`config.mk`:
```
export PLATFORM = sky130hd
export DESIGN_NAME = branch_sequencer
export DESIGN_NICKNAME = d
export VERILOG_FILES = /design/src/rtl/branch_sequencer.sv
export SDC_FILE = /design/constraint.sdc
export NUM_CORES = 1
export LEC_CHECK = 0
export CAP_MARGIN = 0
export CORE_ASPECT_RATIO = 1.4
export CORE_MARGIN = 4
export CORE_UTILIZATION = 35
export CTS_CLUSTER_DIAMETER = 100
export CTS_CLUSTER_SIZE = 25
export DETAILED_ROUTE_END_ITERATION = 12
export PLACE_DENSITY = 0.75
export SETUP_SLACK_MARGIN = 0.2
export SYNTH_ARGS = -nofsm -noshare
export SYNTH_HDL_FRONTEND = slang
export SYNTH_SLANG_ARGS = --single-unit
```
`constraint.sdc`:
```
create_clock -name clk -period 3.55 [get_ports clk]
set_input_delay 0.71 -clock clk [delete_from_list [all_inputs] [get_ports clk]]
set_output_delay 0.71 -clock clk [all_outputs]
set_load 0.01 [all_outputs]
```
`src/rtl/branch_sequencer.sv`:
```
// rtl/branch_sequencer.sv - PC sequencer and Branching_MUX select driver, the sole writer of the PC.
// Optional taken-branch counter enabled by defining BRANCH_CNT_EN.
module branch_sequencer #(
  parameter logic [31:0] RESET_PC = 32'h0000_0000,
  parameter int          PC_STEP  = 4,
  parameter int          CNT_W    = 16
) (
  input  logic              clk,
  input  logic              rst,
  input  logic              instr_valid,
  output logic              instr_ready,
  input  logic [2:0]        branch_type,
  input  logic              flag_zero,
  input  logic              flag_sign,
  input  logic              flag_carry,
  input  logic              halt,
  input  logic              stall,
  input  logic [31:0]       next_addr,
  output logic [31:0]       pc,
  output logic [31:0]       pc_add,
  output logic [1:0]        branch_control_out,
  output logic              pc_valid,
  output logic              taken,
  output logic              flush,
  output logic              halted
`ifdef BRANCH_CNT_EN
  ,
  output logic [CNT_W-1:0]  taken_cnt
`endif
);

  localparam logic [1:0] S_FETCH  = 2'd0;
  localparam logic [1:0] S_UPDATE = 2'd1;
  localparam logic [1:0] S_HALT   = 2'd2;

  localparam logic [1:0] SEL_SEQ = 2'b00;
  localparam logic [1:0] SEL_IMM = 2'b01;
  localparam logic [1:0] SEL_REG = 2'b10;

  logic [1:0] state;
  logic       halt_q;
  logic [1:0] sel_next;

  if (CNT_W < 1) begin : g_bad_cnt_w
    $error("CNT_W must be at least 1");
  end

  assign pc_add      = pc + 32'(PC_STEP);
  assign pc_valid    = (state == S_FETCH);
  assign instr_ready = (state == S_FETCH) && !stall;
  assign halted      = (state == S_HALT);
  assign taken       = (state == S_UPDATE) && (branch_control_out != SEL_SEQ);
  assign flush       = taken;

  // Condition resolution against the flags presented alongside the instruction.
  always_comb begin
    sel_next = SEL_SEQ;
    case (branch_type)
      3'b001:  sel_next = SEL_IMM;
      3'b010:  sel_next = SEL_REG;
      3'b011:  sel_next = flag_zero  ? SEL_IMM : SEL_SEQ;
      3'b100:  sel_next = !flag_zero ? SEL_IMM : SEL_SEQ;
      3'b101:  sel_next = flag_sign  ? SEL_IMM : SEL_SEQ;
      3'b110:  sel_next = flag_carry ? SEL_IMM : SEL_SEQ;
      default: sel_next = SEL_SEQ;
    endcase
  end

  always_ff @(posedge clk) begin
    if (!rst) begin
      pc                 <= RESET_PC;
      state              <= S_FETCH;
      branch_control_out <= SEL_SEQ;
      halt_q             <= 1'b0;
    end else begin
      case (state)
        S_FETCH: begin
          if (instr_valid && !stall) begin
            branch_control_out <= sel_next;
            halt_q             <= halt;
            state              <= S_UPDATE;
          end
        end
        S_UPDATE: begin
          // The select was held all cycle, so next_addr reflects the resolved target.
          pc                 <= next_addr;
          branch_control_out <= SEL_SEQ;
          state              <= halt_q ? S_HALT : S_FETCH;
        end
        S_HALT: begin
          state <= S_HALT;
        end
        default: begin
          state <= S_FETCH;
        end
      endcase
    end
  end

`ifdef BRANCH_CNT_EN
  always_ff @(posedge clk) begin
    if (!rst) begin
      taken_cnt <= '0;
    end else if (taken && (taken_cnt != {CNT_W{1'b1}})) begin
      taken_cnt <= taken_cnt + 1'b1;
    end
  end
`endif

endmodule

```
==> results of run 1 <==
[cell usage after synthesis]
cell       n  area, um^2
nor4_2     5        62.6
ha_1       1        12.5
a31oi_1    1        6.26
nor2_1     9        33.8
buf_4      4        30.0
nand4_4    2        42.5
nand3_4    1        17.5
nor4_4     3        63.8
nand4_1    4        25.0
nand4b_1   1        8.76
nor3_1     5        25.0
nor4_1     3        18.8
a21oi_1    2        10.0
xor2_1    19         166
nand2b_1   4        25.0
nor3_2     2        20.0
o21a_1     1        7.51
nand3_1   11        55.1
xnor2_1    9        78.8
inv_1      6        22.5
nor2b_1    3        18.8
buf_6      2        22.5
and4_4     2        22.5
and3_1     4        25.0
nand3b_1   2        15.0
and4_1     1        8.76
dfxtp_1   37         741
nand2_1   75         282
clkbuf_1  12        45.0
a21boi_0  33         248
and3_4     1        11.3
[cells by family (layout without fill, tap and decap cells)]
kind of cell / Yosys count / after routing
and+or+nand+nor: 138 / 138
AOI/OAI and AO/OA: 37 / 37
DFF: 37 / 37
buffers and inverters: 24 / 129
adders and majority gates: 1 / 1
xor gates and xnor gates: 28 / 28
[worst register-to-register path, stage by stage, from the launching register on]
cell and delay (ns):
dfxtp_1 0.40, nor2b_2 0.38, buf_4 0.35, nand2_1 0.09
a21boi_0 0.17
[power groups by stage]
stage	combinational, mW	clock [mW]	sequential (mW)
global placement	0.168	0	0.458
finish	0.167	0.295	0.449
CTS	0.170	0.305	0.449
detailed placement	0.169	0	0.459
floorplan	0.0538	0	0.461
global route	0.181	0.315	0.452
[state kept, by name, indices dropped and copies added (netlist names)]
signal              count
pc                     32
branch_control_out      2
state                   2
halt_q                  1
[worst paths after layout]
kind	startpoint	endpoint	slack, ns
worst min-delay path	halt_q$_SDFFE_PN0P_	halt_q$_SDFFE_PN0P_	0.48
worst max-delay path	pc[8]$_SDFFE_PN0P_	pc_add[24]	0.41
worst min register to register	halt_q$_SDFFE_PN0P_	halt_q$_SDFFE_PN0P_	0.48
worst max register to register	state[0]$_SDFFE_PN0P_	pc[7]$_SDFFE_PN0P_	2.09
[per-layer routing]
| metal | vias up | track usage [%] | part of all wire [%] |
|---|---|---|---|
| met2 | 71 | 33.1 | 55 |
| met1 | 983 | 17.4 | 37 |
| li1 | 1091 | - | - |
| met3 | 19 | 2.38 | 4.7 |
| met4 | 0 | 7.26 | 3.5 |
| met5 | - | 0 | 0 |
[cell type report]
type                            instances  area [um^2]  area share, %
Multi-Input combinational cell        204         1320           38.6
Timing Repair Buffer                  116         1150           33.8
Sequential cell                        37          741           21.7
Tap cell                               70         87.6           2.57
Clock buffer                            6         82.6           2.42
Inverter                                6         22.5          0.660
Clock inverter                          1         7.51          0.220
[stage by stage]
step | setup slack, ns | cells | area [um^2]
after CTS | 0.311 | 440 | 3410
after global placement | 0.728 | 433 | 3320
after floorplan | 1.33 | 265 | 2170
after global routing | 0.271 | 440 | 3410
after detailed placement | 0.613 | 433 | 3320
final | 0.411 | 440 | 3410
==> reports/qor.csv, run 1 <==
stage;metric;value;unit
sta;hold_violations;0;
cts;cts_tree;yes;
synth;synth-simple-area-share;36.0;%
synth;synthAdderAreaFrac;0.576;%
worst_setup_path;critPathTopFamily;simple AND/OR/NAND/NOR gates;
synth;syn_area_per_cell;8.19;um^2
sta;worst_pin_slew;1.06;ns
cts;clockBufferDepth;2;
pwr;comb_power_share;18.3;%
synth;syn_nets;309;
flow_run;drv_cap;0;
cts;cts_sinks;37;
detailed_routing;via_per_inst;4.92;
synth;ys_types;31;
global_routing;grt_max_degree;38;
cts;cts.clk_slew.worst_paths;0.07;ns
cts;htreeDepth;2;
sta;setup_tns;0;ns
sta;fin_skew;0.00438;ns
sta;fin_crit;3.14;ns
worst_setup_path;critPathKind;reg2out;
die;dieArea;0.00754;mm^2
global_routing;grt_pass1_vias;2209;
synth;ys_warn_count;0;
pwr;p_seq_share;49.3;%
detailed_routing;ant_nets;0;
synth;synthMuxAreaShare;0;%
final_layout;antennaDiodeCount;0;
synth;ys_ff_latch;37;
final_layout;drive_gt1_share;7.57;%
detailed_routing;drt_pass1_iterations;4;
final_layout;final_common_cell;clkdlybuf4s50_1;
status;status;finished clean;
cts;ctsHoldBuffers;0;
cts;ctsRootBufferMaster;clkbuf_8;
sta;grt_setup_unrepaired;no;
worst_setup_path;crit_path_top_delay_cell;clkdlybuf4s50_1;
worst_setup_path;critPathBufInv;1;
pwr;leakagePower;1.26;nW
pwr;p_switching;0.223;mW
die;start_util;36.5;%
worst_setup_path;crit_path_max_incr_delay;0.56;ns
synth;synth_top_family_by_area;simple AND/OR/NAND/NOR gates;
final_layout;finish.net_count;414;
synth;synth_compound_area_share;12.5;%
pwr;cell_internal_pwr;0.688;mW
final_layout;final_cell_mix;clkdlybuf4s50_1 (113), nand2_1 (75), dfxtp_1 (37);
die;die_w;74.6;um
place;place.gp.congestion;0.854;
worst_setup_path;r2r.worst_path.cells;4;
final_layout;final_util;57.4;%
cts;cts_setup_buffers;0;
pwr;netSwitchingFraction;24.5;%
detailed_routing;totalWireLength;6.39;mm
worst_setup_path;required;2.84;ns
detailed_routing;drt_iter0_markers;81;
worst_setup_path;path_depth;5;
hold_path;worstHoldPathCells;2;
cts;numCtsBuffers;5;
worst_setup_path;path_cells;and4_4, nand3_4, nor4_2, xor2_1, clkdlybuf4s50_1;
die;coreArea;0.00595;mm^2
worst_setup_path;arrival;2.43;ns
final_layout;n_fill_cell;553;
sta;max_clock_freq;319;MHz
place;portBuffers;113;
worst_setup_path;startpoint_type;flip-flop;
hold_path;hp-class;reg2reg;
pwr;irDropWorstVdd;179;uV
cts;clk-insertion-delay-late;0.28;ns
worst_setup_path;end_kind;primary output;
sta;maxSlewViolCount;0;
detailed_routing;vias;2164;
sta;finalCritPeriodShare;88.4;%
synth;synth_cells;265;
pwr;totalPowerFinal;0.911;mW
sta;setup_viol;0;
die;rows;33;
pwr;pwr-share-clk;32.4;%
final_layout;area_delta_synth_final;57.2;%
detailed_routing;avgRoutedWirePerCell;14.5;um
place;hpwl;4.94;mm
cts;ctsResizeCount;0;
synth;seq_area_frac_synth;34.1;%
pwr;powerDensity;267;mW/mm^2
sta;max-slew-margin-rel;28.8;%
global_routing;grt_pass1_wl;10.1;mm
global_routing;grt_antenna_before_repair;0;
sta;whs;0.476;ns
global_routing;track_usage;17.0;%
global_routing;grt_overflow;0;
worst_setup_path;crit_fanout;18;
die;ioPinCount;114;
die;die_y;101;um
detailed_routing;drc_errors;0;
synth;synth_area;0.00217;mm^2
synth;synthXorXnorAreaFrac;11.3;%
No activity file was read; power rests on OpenSTA's default activity.
==> inputs of run 2 (changes only) <==
TNS_END_PERCENT = 20   (was unset)
==> results of run 2 <==
Same layout as run 1: the final DEF is identical, and so are final timing and power.
